===== src/rtl/exe_mem_skid_reg_pkg.sv =====
// Shared types for the EX/MEM skid register: occupancy states, the slot
// entry layout and the bit positions of the {N,Z,C,V} flags.
package exe_mem_skid_reg_pkg;

    // Occupancy of the two-entry skid register.
    typedef enum logic [1:0] {
        EMPTY = 2'd0,
        ONE   = 2'd1,
        TWO   = 2'd2
    } state_t;

    // One instruction's worth of EX results carried into MEM.
    typedef struct packed {
        logic [31:0] result;
        logic [31:0] val_rm;
        logic [3:0]  dest;
        logic        wb_en;
        logic        mem_r_en;
        logic        mem_w_en;
    } entry_t;

    // Flag bit positions within status / in_sr.
    localparam int FLAG_N = 3;
    localparam int FLAG_Z = 2;
    localparam int FLAG_C = 1;
    localparam int FLAG_V = 0;

    // Bundles the individual EX-side fields into one slot entry.
    function automatic entry_t make_entry(
        input logic [31:0] result,
        input logic [31:0] val_rm,
        input logic [3:0]  dest,
        input logic        wb_en,
        input logic        mem_r_en,
        input logic        mem_w_en
    );
        entry_t e;
        e.result   = result;
        e.val_rm   = val_rm;
        e.dest     = dest;
        e.wb_en    = wb_en;
        e.mem_r_en = mem_r_en;
        e.mem_w_en = mem_w_en;
        return e;
    endfunction

endpackage


===== src/rtl/exe_mem_skid_reg_status_reg.sv =====
// Architectural {N,Z,C,V} status register: 4-bit, load-enable, synchronous
// active-high reset. Never touched by flush, so flags from instructions that
// were accepted before a squash survive it.
module exe_mem_skid_reg_status_reg
    import exe_mem_skid_reg_pkg::*;
(
    input  logic       clk,
    input  logic       rst,
    input  logic       load,
    input  logic [3:0] d,
    output logic [3:0] q
);

    // Capture new flags on load, otherwise hold.
    always_ff @(posedge clk) begin
        if (rst) begin
            q <= 4'b0000;
        end else if (load) begin
            q[FLAG_N] <= d[FLAG_N];
            q[FLAG_Z] <= d[FLAG_Z];
            q[FLAG_C] <= d[FLAG_C];
            q[FLAG_V] <= d[FLAG_V];
        end
    end

endmodule


===== src/rtl/exe_mem_skid_reg.sv =====
// EX/MEM pipeline register with a one-entry skid buffer so that in_ready can
// be a pure register (no combinational path from out_ready).
// Optional macro: EXE_MEM_FWD_EN adds fwd_wb_en / fwd_dest / fwd_data
// forwarding outputs driven from the main slot.
//
// state | meaning
// ------+--------------------------------------------------------------
// EMPTY | no entry held; out_valid=0, in_ready=1
// ONE   | main slot holds the oldest entry; in_ready=1
// TWO   | main holds oldest, skid holds the next one; in_ready=0
module exe_mem_skid_reg
    import exe_mem_skid_reg_pkg::*;
(
    input  logic        clk,
    input  logic        rst,
    input  logic        flush,

    input  logic        in_valid,
    output logic        in_ready,
    input  logic [31:0] in_result,
    input  logic [31:0] in_val_rm,
    input  logic [3:0]  in_dest,
    input  logic        in_wb_en,
    input  logic        in_mem_r_en,
    input  logic        in_mem_w_en,
    input  logic        in_s,
    input  logic [3:0]  in_sr,

    output logic        out_valid,
    input  logic        out_ready,
    output logic [31:0] out_result,
    output logic [31:0] out_val_rm,
    output logic [3:0]  out_dest,
    output logic        out_wb_en,
    output logic        out_mem_r_en,
    output logic        out_mem_w_en,
`ifdef EXE_MEM_FWD_EN
    output logic        fwd_wb_en,
    output logic [3:0]  fwd_dest,
    output logic [31:0] fwd_data,
`endif
    output logic [3:0]  status
);

    state_t state;
    entry_t main_slot;
    entry_t skid_slot;
    entry_t in_entry;
    logic   in_xfer;
    logic   out_xfer;

    assign in_entry = make_entry(in_result, in_val_rm, in_dest,
                                 in_wb_en, in_mem_r_en, in_mem_w_en);

    // Handshakes; flush blocks acceptance of the instruction presented with it.
    assign in_xfer  = in_valid && in_ready && !flush;
    assign out_xfer = out_valid && out_ready;

    // Occupancy FSM with registered in_ready/out_valid; slots written only on a load.
    always_ff @(posedge clk) begin
        if (rst) begin
            state     <= EMPTY;
            in_ready  <= 1'b1;
            out_valid <= 1'b0;
            main_slot <= '0;
            skid_slot <= '0;
        end else if (flush) begin
            state     <= EMPTY;
            in_ready  <= 1'b1;
            out_valid <= 1'b0;
        end else begin
            case (state)
                EMPTY: begin
                    if (in_xfer) begin
                        main_slot <= in_entry;
                        state     <= ONE;
                        out_valid <= 1'b1;
                        in_ready  <= 1'b1;
                    end
                end
                ONE: begin
                    if (in_xfer && out_xfer) begin
                        main_slot <= in_entry;
                    end else if (in_xfer) begin
                        skid_slot <= in_entry;
                        state     <= TWO;
                        in_ready  <= 1'b0;
                    end else if (out_xfer) begin
                        state     <= EMPTY;
                        out_valid <= 1'b0;
                    end
                end
                TWO: begin
                    if (out_xfer) begin
                        main_slot <= skid_slot;
                        state     <= ONE;
                        in_ready  <= 1'b1;
                    end
                end
                default: begin
                    state     <= EMPTY;
                    in_ready  <= 1'b1;
                    out_valid <= 1'b0;
                end
            endcase
        end
    end

    // Data comes straight from the main slot; control bits are masked so a
    // stale entry left behind by a drain or flush never looks live.
    assign out_result   = main_slot.result;
    assign out_val_rm   = main_slot.val_rm;
    assign out_dest     = main_slot.dest;
    assign out_wb_en    = out_valid && main_slot.wb_en;
    assign out_mem_r_en = out_valid && main_slot.mem_r_en;
    assign out_mem_w_en = out_valid && main_slot.mem_w_en;

`ifdef EXE_MEM_FWD_EN
    // Forwarding view of the entry currently headed into MEM.
    assign fwd_wb_en = out_valid && main_slot.wb_en;
    assign fwd_dest  = main_slot.dest;
    assign fwd_data  = main_slot.result;
`endif

    exe_mem_skid_reg_status_reg u_status_reg (
        .clk  (clk),
        .rst  (rst),
        .load (in_xfer && in_s),
        .d    (in_sr),
        .q    (status)
    );

endmodule


===== config.mk =====
export PLATFORM = sky130hd
export DESIGN_NAME = exe_mem_skid_reg
export DESIGN_NICKNAME = d
export VERILOG_FILES = /design/src/rtl/exe_mem_skid_reg_pkg.sv /design/src/rtl/exe_mem_skid_reg_status_reg.sv /design/src/rtl/exe_mem_skid_reg.sv
export SDC_FILE = /design/constraint.sdc
export NUM_CORES = 1
export LEC_CHECK = 0
export BUFFER_PORTS_ARGS = -buffer_cell sky130_fd_sc_hd__buf_2
export CORE_MARGIN = 1.5
export CORE_UTILIZATION = 50
export DETAILED_ROUTE_END_ITERATION = 10
export MAX_ROUTING_LAYER = met4
export PLACE_DENSITY = 0.76
export SETUP_SLACK_MARGIN = 0.3
export SLEW_MARGIN = 40
export SYNTH_ARGS = -nofsm -noshare
export SYNTH_HDL_FRONTEND = slang
export SYNTH_SLANG_ARGS = --single-unit

===== constraint.sdc =====
create_clock -name clk -period 2.8 [get_ports clk]
set_clock_uncertainty 0.1 [all_clocks]
set_input_delay 0.14 -clock clk [delete_from_list [all_inputs] [get_ports clk]]
set_output_delay 0.14 -clock clk [all_outputs]
set_load 0.05 [all_outputs]

==> results of run 1 <==
[power breakdown]
group | total [W] | switching, W | internal, W
clock | 0.00225 | 0.000889 | 0.00136
sequential | 0.00227 | 0.0000495 | 0.00222
combinational | 0.000957 | 0.000623 | 0.000335
[synth_stat cells (all sizes together) (2+ instances only)]
cell type,number
inv,2
clkbuf,61
buf,104
a211oi,71
o21ai,71
and2,3
a21oi,73
nand2,3
nand4b,2
nand3,72
mux2i,75
a21o,3
a221oi,72
nor2,6
dfxtp,150
[layout make-up]
| cell class | count | area (µm²) |
|---|---|---|
| flip-flops and latches | 150 | 3000 |
| clock inverters | 12 | 128 |
| fillers | 1187 | 5370 |
| well taps | 184 | 230 |
| inverters | 2 | 7.51 |
| clock buffers | 20 | 457 |
| multi-input cells | 463 | 3600 |
| repair buffers | 252 | 1790 |
[repair_timing]
action | CTS | global route
hold endpoints to repair | 77 | 0
hold buffers | 76 | 0
resized for setup | 0 | 0
setup endpoints to repair | 0 | 0
[metrics by stage]
step / hold slack [ps] / total power [W]
3_3_place_gp: 271 / 0.00317
3_5_place_dp: 286 / 0.00318
6_report: 61.1 / 0.00547
4_1_cts: 33.2 / 0.00551
5_1_grt: 68.4 / 0.00569
2_1_floorplan: 150 / 0.00304
[worst max-delay path, delay by kind of cell, from the launching register on]
kind,cells,cell delay (ps)
flops,1,420
simple gates,1,530
buf+inv,1,280
compound gates,2,500
[routing by layer]
layer	up-vias	track usage
li1	3094	-
met1	3159	0.345
met2	291	0.396
met3	29	0.0561
met4	0	0.0862
met5	-	-
[flip-flops by register name, indices dropped and copies added, names as in the netlist]
signal	flops
skid_slot	71
out_result	32
in_ready	1
out_dest	4
state	2
u_status_reg.q	4
out_val_rm	32
main_slot	3
out_valid	1
[cell usage in the layout, fill, tap and decap left out, types with 2 or more instances in the layout]
cell type / instances
a21o_1: 3
o21ai_0: 71
buf_4: 11
nand3_1: 72
buf_2: 156
and2_1: 3
a21oi_1: 73
clkbuf_16: 17
clkinv_2: 4
dfxtp_1: 150
mux2i_1: 75
a221oi_1: 72
clkinvlp_4: 4
buf_6: 2
nor2_1: 6
bufinv_16: 2
nand4b_1: 2
nand2_1: 3
a211oi_2: 70
clkbuf_8: 2
dlygate4sd3_1: 76
buf_12: 7
[path summary, 6_finish.rpt]
kind                              startpoint              to  cells after the start
worst min-delay path                   flush        state[0]                      3
worst max-delay path                state[1]  out_val_rm[16]                      4
worst min register to register  skid_slot[6]    skid_slot[6]                      2
worst max register to register      state[1]  out_val_rm[16]                      4
[kinds of logic after synthesis]
logic type,synth area share
AOI/OAI and AO/OA,0.306
buffers and inverters,0.130
DFF,0.399
muxes,0.0998
and+or+nand+nor,0.0649
==> flow_summary.toml, run 1 <==
[logic_synthesis]
postSynthNetCount = 861
synth_cell_types = 32
yosys.area.top_type_share = 0.399
ys_seq_elements = 150
synth_edf_count = 0
synthFlopType = "dfxtp_1"
synth_top_area_cell = "dfxtp_1"
synth_area_per_cell_um2 = 9.64
ys_top_cells_by_area = "dfxtp_1 (40%), a211oi_2 (12%), mux2i_1 (10%)"
synth_cells = 780
ys_seq_area_frac = 0.399
syn_area_um2 = 7520
yosysWarningCount = 0
synthArstFlopShare = 0

[timing]
setup_viol = 0
tns_ps = 0
slew_headroom = 0.561
worstMarginPinSlew_ps = 659
grt_setup_unrepaired = "false"
min_period_ps = 2020
finalHoldViolCount = 0
post-route-period-util = 0.720
slew_viol_final = 0
max_freq_mhz = 496
setup_slack_ps = 783

[placed_design]
place_ws_ps = 792
placed_area_um2 = 7870
dpl.hpwl_mm = 10.8
dp.cells = 975
portBuffers = 157
place_congestion = 0.777

[floorplan]
die_w_um = 126
ios = 158
fp.dieArea_um2 = 15800
die_h_um = 126
initial_core_util = 0.516
coreArea_um2 = 14600
std_cell_rows = 44

[clock_tree]
clk_path_buf_depth = 2
clockRootBuffer = "clkbuf_16"
insertion_delay_ps = 410
clock_sinks = 150
cts_setup_buffers = 0
cts_max_level = 4
cts_buffers = 17
clk_pin_slew_ps = 60
tritoncts = "yes"

[route]
finalWirelength_mm = 20.2
wl_met3_mm = 1.32
drc = 0
met2_length_mm = 9.57
viasPerCell = 6.07
drt_pass1_iterations = 5
vias = 6573
ant_nets = 0
wl_met1_mm = 8.99
drt-initial-drc-count = 630
avgRoutedWirePerCell_um = 18.7
routed.top_layer = "met4"

[critical_path]
critical_path_class = "flop to flop"
cp.arrival_ps = 2180
slowest_delay_ps = 530
cp-end-kind = "flop"
start_kind = "flop"
cp_slowest_cell = "nor4bb_4"
cp_max_fo = 32
rrSetupSlack_ps = 780
cp_cell_sequence = "nor4bb_4, a22o_4, buf_12, a211oi_2"
cp.required_ps = 2970

[final_layout]
final_nets = 967
fin_cells = 1083
drive_above_1_share = 0.318
utilization = 0.632
syn2layout_area_growth_pct = 22.5
fin_area_um2 = 9220
num_antenna_cells = 0

[global_routing]
grt_util_all_layers = 0.260
grt_pass1_vias = 6355
grt_max_degree = 143
overflow = 0
antenna_found_initial = 0
grt_first_pass_wirelength_mm = 32.8

[power_and_ir_drop]
p_leak_nw = 3.90
vdd_drop_max_mv = 0.441
powerDensity_nw_per_um2 = 594

[run]
cap_violations = 0

[worst_hold_path]
hold_path.class = "input port to flop"

[outcome]
outcome = "finished, final reports clean"
No activity file was read; power rests on OpenSTA's default activity.
==> run 2: changes to the inputs <==
ABC_AREA = 1   (was default)
clock period = 2 ns   (was 2.8 ns; I/O delays follow)
==> flow_summary.toml, run 2 <==
[outcome]
outcome = "finished, final reports clean"

[clock_tree]
clk_path_buf_depth = 2
clock_sinks = 150
clockRootBuffer = "clkbuf_16"
insertion_delay_ps = 420
cts_max_level = 4
cts_setup_buffers = 0
clk_pin_slew_ps = 60
tritoncts = "yes"
cts_buffers = 17

[final_layout]
num_antenna_cells = 0
drive_above_1_share = 0.189
regMostFlops = "skid_slot"
largest_register_ff_count = 71
regArea_um2 = 3010
syn2layout_area_growth_pct = 23.2
final_nets = 1276
multi_input_area_um2 = 2880
final_common_cell = "nand2_1"
final_cell_mix = "nand2_1 (161), buf_2 (157), inv_1 (150)"
fill_cells = 1264

[logic_synthesis]
synth_cell_types = 24
synthFlopType = "dfxtp_1"
synth_area_per_cell_um2 = 7.04
synth_most_common_cell = "nand2_1"
yosysWarningCount = 0
synth_top_area_cell = "dfxtp_1"
ys_seq_area_frac = 0.401
synth_edf_count = 0
yosys.area.top_type_share = 0.401
ys_seq_elements = 150
ys_top_cells_by_area = "dfxtp_1 (40%), a21oi_1 (9.3%), o21ai_0 (8.9%)"
syn_area_um2 = 7500
synth_common_cells = "nand2_1 (161), inv_1 (151), dfxtp_1 (150)"
postSynthNetCount = 1146
synthArstFlopShare = 0
synth_cells = 1065

[placed_design]
place_ws_ps = 271
place_congestion = 0.815
portBuffers = 157
dpl.hpwl_mm = 9.49

[timing]
max_freq_mhz = 618
grt_setup_unrepaired = "true"
slew_viol_final = 0
hold_slack_ps = 83.9
tns_ps = 0
setup_slack_ps = 382
finalHoldViolCount = 0
post-route-period-util = 0.809
setup_viol = 0
slew_headroom = 0.647
min_period_ps = 1620
worstMarginPinSlew_ps = 530

[floorplan]
die_w_um = 125
initial_core_util = 0.514
coreArea_um2 = 14600
std_cell_rows = 44
die_h_um = 125
ios = 158
fp.dieArea_um2 = 15700

[power_and_ir_drop]
powerDensity_nw_per_um2 = 853
vdd_drop_max_mv = 0.616
p_leak_nw = 4.36
p_total_w = 0.00788

[global_routing]
grt_max_degree = 103
grt_first_pass_wirelength_mm = 28.1
antenna_found_initial = 0
overflow = 0
grt_pass1_vias = 6093
grt_util_all_layers = 0.222

[critical_path]
rr_endpoint = "skid_slot[41]"
cp_slowest_cell = "dlygate4sd3_1"
reg2reg_depth = 6
cp.arrival_ps = 1800
cp.required_ps = 2180
worstReg2RegStart = "state[0]"
cp-endpoint = "skid_slot[41]"
slowest_delay_ps = 570
critPathTopFamily = "buffers and inverters"
crit_cells = 7
critPathBufInv = 3
critical_path_class = "input port to flop"
start_kind = "input port"
cp_max_fo = 83
worstSetupStartpoint = "flush"
cp_cell_sequence = "dlygate4sd3_1, buf_2, nor2_4, nand3_4, clkbuf_8, o21ai_0, a21oi_1"
cp-end-kind = "flop"
rrSetupSlack_ps = 380

[route]
drt_pass1_iterations = 5
viasPerCell = 4.94
vias = 6867
drt-initial-drc-count = 468
drc = 0
avgRoutedWirePerCell_um = 12.9
ant_nets = 0
finalWirelength_mm = 17.9

[run]
cap_violations = 0

[worst_hold_path]
hold_path.class = "input port to flop"
holdPathStages = 6
run 2: routing by layer:
metal | share of wire | wire length (µm) | GRT usage
met3 | 0.058 | 1030 | 0.0548
met2 | 0.48 | 8590 | 0.353
met5 | 0 | 0 | -
met4 | 0.024 | 426 | 0.0956
met1 | 0.44 | 7850 | 0.267
run 2: worst min path at each step:
stage                                   end  slack, ps     start
after floorplan           u_status_reg.q[0]         70       rst
after global placement             in_ready        270     flush
after detailed placement           in_ready        280     flush
after CTS                          state[0]         70  in_valid
after global routing               state[0]        110  in_valid
final                              state[0]         80  in_valid
run 2: final cells by class:
cell class | instances | area share
flip-flops and latches | 150 | 0.325
clock buffers | 21 | 0.0509
repair buffers | 255 | 0.210
well taps | 184 | 0.0249
clock inverters | 10 | 0.0138
multi-input cells | 617 | 0.312
inverters | 154 | 0.0631
run 2: logic make-up (layout without fill, tap and decap cells):
kind of cell	Yosys count	after routing	share of synthesized area
buf+inv	298	440	0.216
simple gates	323	323	0.182
compound gates	294	294	0.201
flops	150	150	0.401
run 2: tightest hold or removal path: stages:
cell	delay [ps]
buf_2	110
nand3_1	100
nand3_1	80
nand2_1	70
a21oi_1	40
nor2_1	70
run 2: per-stage QoR:
step / util / instances / area, µm²
2_1_floorplan: - / 1065 / 7500
3_3_place_gp: 0.525 / 1274 / 7660
3_5_place_dp: 0.525 / 1274 / 7660
4_1_cts: 0.625 / 1387 / 9110
5_1_grt: 0.633 / 1391 / 9240
6_report: 0.633 / 1391 / 9240
run 2: repair_timing:
item | in CTS | in global routing
resized for setup | 2 | 9
hold endpoints to repair | 79 | 0
hold buffers | 81 | 0
cloned | 1 | 4
setup endpoints to repair | 32 | 123
run 2: where the power goes:
part           internal, W  switching (W)  leakage, nW
clock              0.00204        0.00121        0.298
sequential         0.00313      0.0000633         1.22
combinational     0.000512       0.000931         2.85
==> run 3: changes to the inputs <==
ABC_AREA = 0   (was 1)
clock period = 1.5 ns   (was 2 ns; I/O delays follow)
==> flow_summary.toml, run 3 (synthesized netlist as in run 1, its figures left out) <==
[final_layout]
largest_register_ff_count = 71
final_nets = 1043
regArea_um2 = 3020
fill_cells = 785
multi_input_area_um2 = 4010
syn2layout_area_growth_pct = 50.0
final_common_cell = "dfxtp_1"
fin_area_um2 = 11300
final_cell_mix = "dfxtp_1 (145), buf_2 (79), dlygate4sd3_1 (76), buf_4 (76), mux2i_1 (72)"
drive_above_1_share = 0.447
regMostFlops = "skid_slot"
utilization = 0.773
fin_cells = 1162

[placed_design]
placed_area_um2 = 8290
dpl.hpwl_mm = 11.9
portBuffers = 157
dp.cells = 1005
place_congestion = 0.832
place_ws_ps = -154

[timing]
setup_slack_ps = -243
max_freq_mhz = 574
worstMarginPinSlew_ps = 484
slew_viol_final = 0
grt_setup_unrepaired = "true"
setup_viol = 146
min_period_ps = 1740
slew_headroom = 0.677
hold_slack_ps = -52.8
post-route-period-util = 1.16
finalHoldViolCount = 25

[outcome]
violations = "hold timing, setup timing"
outcome = "finished with violations"

[floorplan]
ios = 158
die_h_um = 126
initial_core_util = 0.516
die_w_um = 126
fp.dieArea_um2 = 15800
std_cell_rows = 44
coreArea_um2 = 14600

[critical_path]
worstReg2RegStart = "state[1]"
cp_max_fo = 14
reg2reg_depth = 6
cp.arrival_ps = 1980
critical_path_class = "flop to flop"
rr_endpoint = "out_result[26]"
start_kind = "flop"
cp.required_ps = 1740
cp-end-kind = "flop"
rrSetupSlack_ps = -240

[route]
ant_nets = 0
drt_pass1_iterations = 5
viasPerCell = 6.61
avgRoutedWirePerCell_um = 24.5
drt-initial-drc-count = 880
vias = 7681
drc = 0
finalWirelength_mm = 28.5

[worst_hold_path]
hold_start = "rst"
hold_path_end = "skid_slot[1]"
holdPathStages = 2
hold_path.class = "input port to flop"

[clock_tree]
clk_path_buf_depth = 2
tritoncts = "yes"
cts_max_level = 4
cts_hold_buffers = 76
clockRootBuffer = "clkbuf_16"
insertion_delay_ps = 430
clock_sinks = 150
clk_pin_slew_ps = 60
cts_buffers = 17

[power_and_ir_drop]
vdd_drop_max_mv = 0.895
p_leak_nw = 4.63
powerDensity_nw_per_um2 = 983

[global_routing]
overflow = 0
grt_first_pass_wirelength_mm = 38.9
grt_max_degree = 57
grt_pass1_vias = 7178
grt_util_all_layers = 0.317
antenna_found_initial = 2

[run]
cap_violations = 0
[run 3: stage by stage]
step                total power, W  setup TNS [ps]
floorplan                  0.00569          -22240
detailed placement         0.00603          -10830
finish                      0.0111          -22640
global placement           0.00602           -8600
CTS                         0.0107          -11470
global route                0.0114          -32170
[run 3: timing repair]
action	4_1_cts	5_1_grt
pin swaps	5	72
cloned	14	8
buffers inserted	17	7
resized for setup	125	150
endpoints found under the hold margin	145	26
endpoints found under the setup margin	213	176
[run 3: worst max-delay path by stage]
| stage | end | cells past startpoint | slack (ps) | from |
|---|---|---|---|---|
| 2_1_floorplan | out_dest[0] | 8 | -280 | out_valid |
| 5_1_grt | out_result[26] | 6 | -310 | state[1] |
| 3_5_place_dp | out_val_rm[10] | 5 | -150 | state[1] |
| 4_1_cts | out_result[0] | 5 | -130 | state[1] |
| 3_3_place_gp | out_result[28] | 5 | -120 | state[1] |
| 6_report | out_result[26] | 6 | -240 | state[1] |
[run 3: cell type report]
class,count,area share
Inverter,2,0.000666
Antenna cell,3,0.000666
Timing Repair Buffer,328,0.303
Multi-Input combinational cell,463,0.355
Clock inverter,8,0.00743
Sequential cell,150,0.267
Clock buffer,24,0.0455
Tap cell,184,0.0204
[run 3: routing by layer]
layer / up-vias / GRT usage / share of wire
li1: 3270 / - / -
met1: 3751 / 0.389 / 0.38
met2: 553 / 0.497 / 0.48
met3: 107 / 0.0675 / 0.090
met4: 0 / 0.148 / 0.043
met5: - / - / 0
[run 3: critical path, cell delays in order (launching register included)]
cell and delay, ps:
dfxtp_4 360, nor4bb_4 360, buf_4 190, buf_12 140, buf_12 150, a221oi_1 100, a211oi_2 250
[run 3: power breakdown]
part	internal (W)	switching, W
clock network	0.00258	0.00179
registers	0.00414	0.000114
logic	0.00104	0.00142
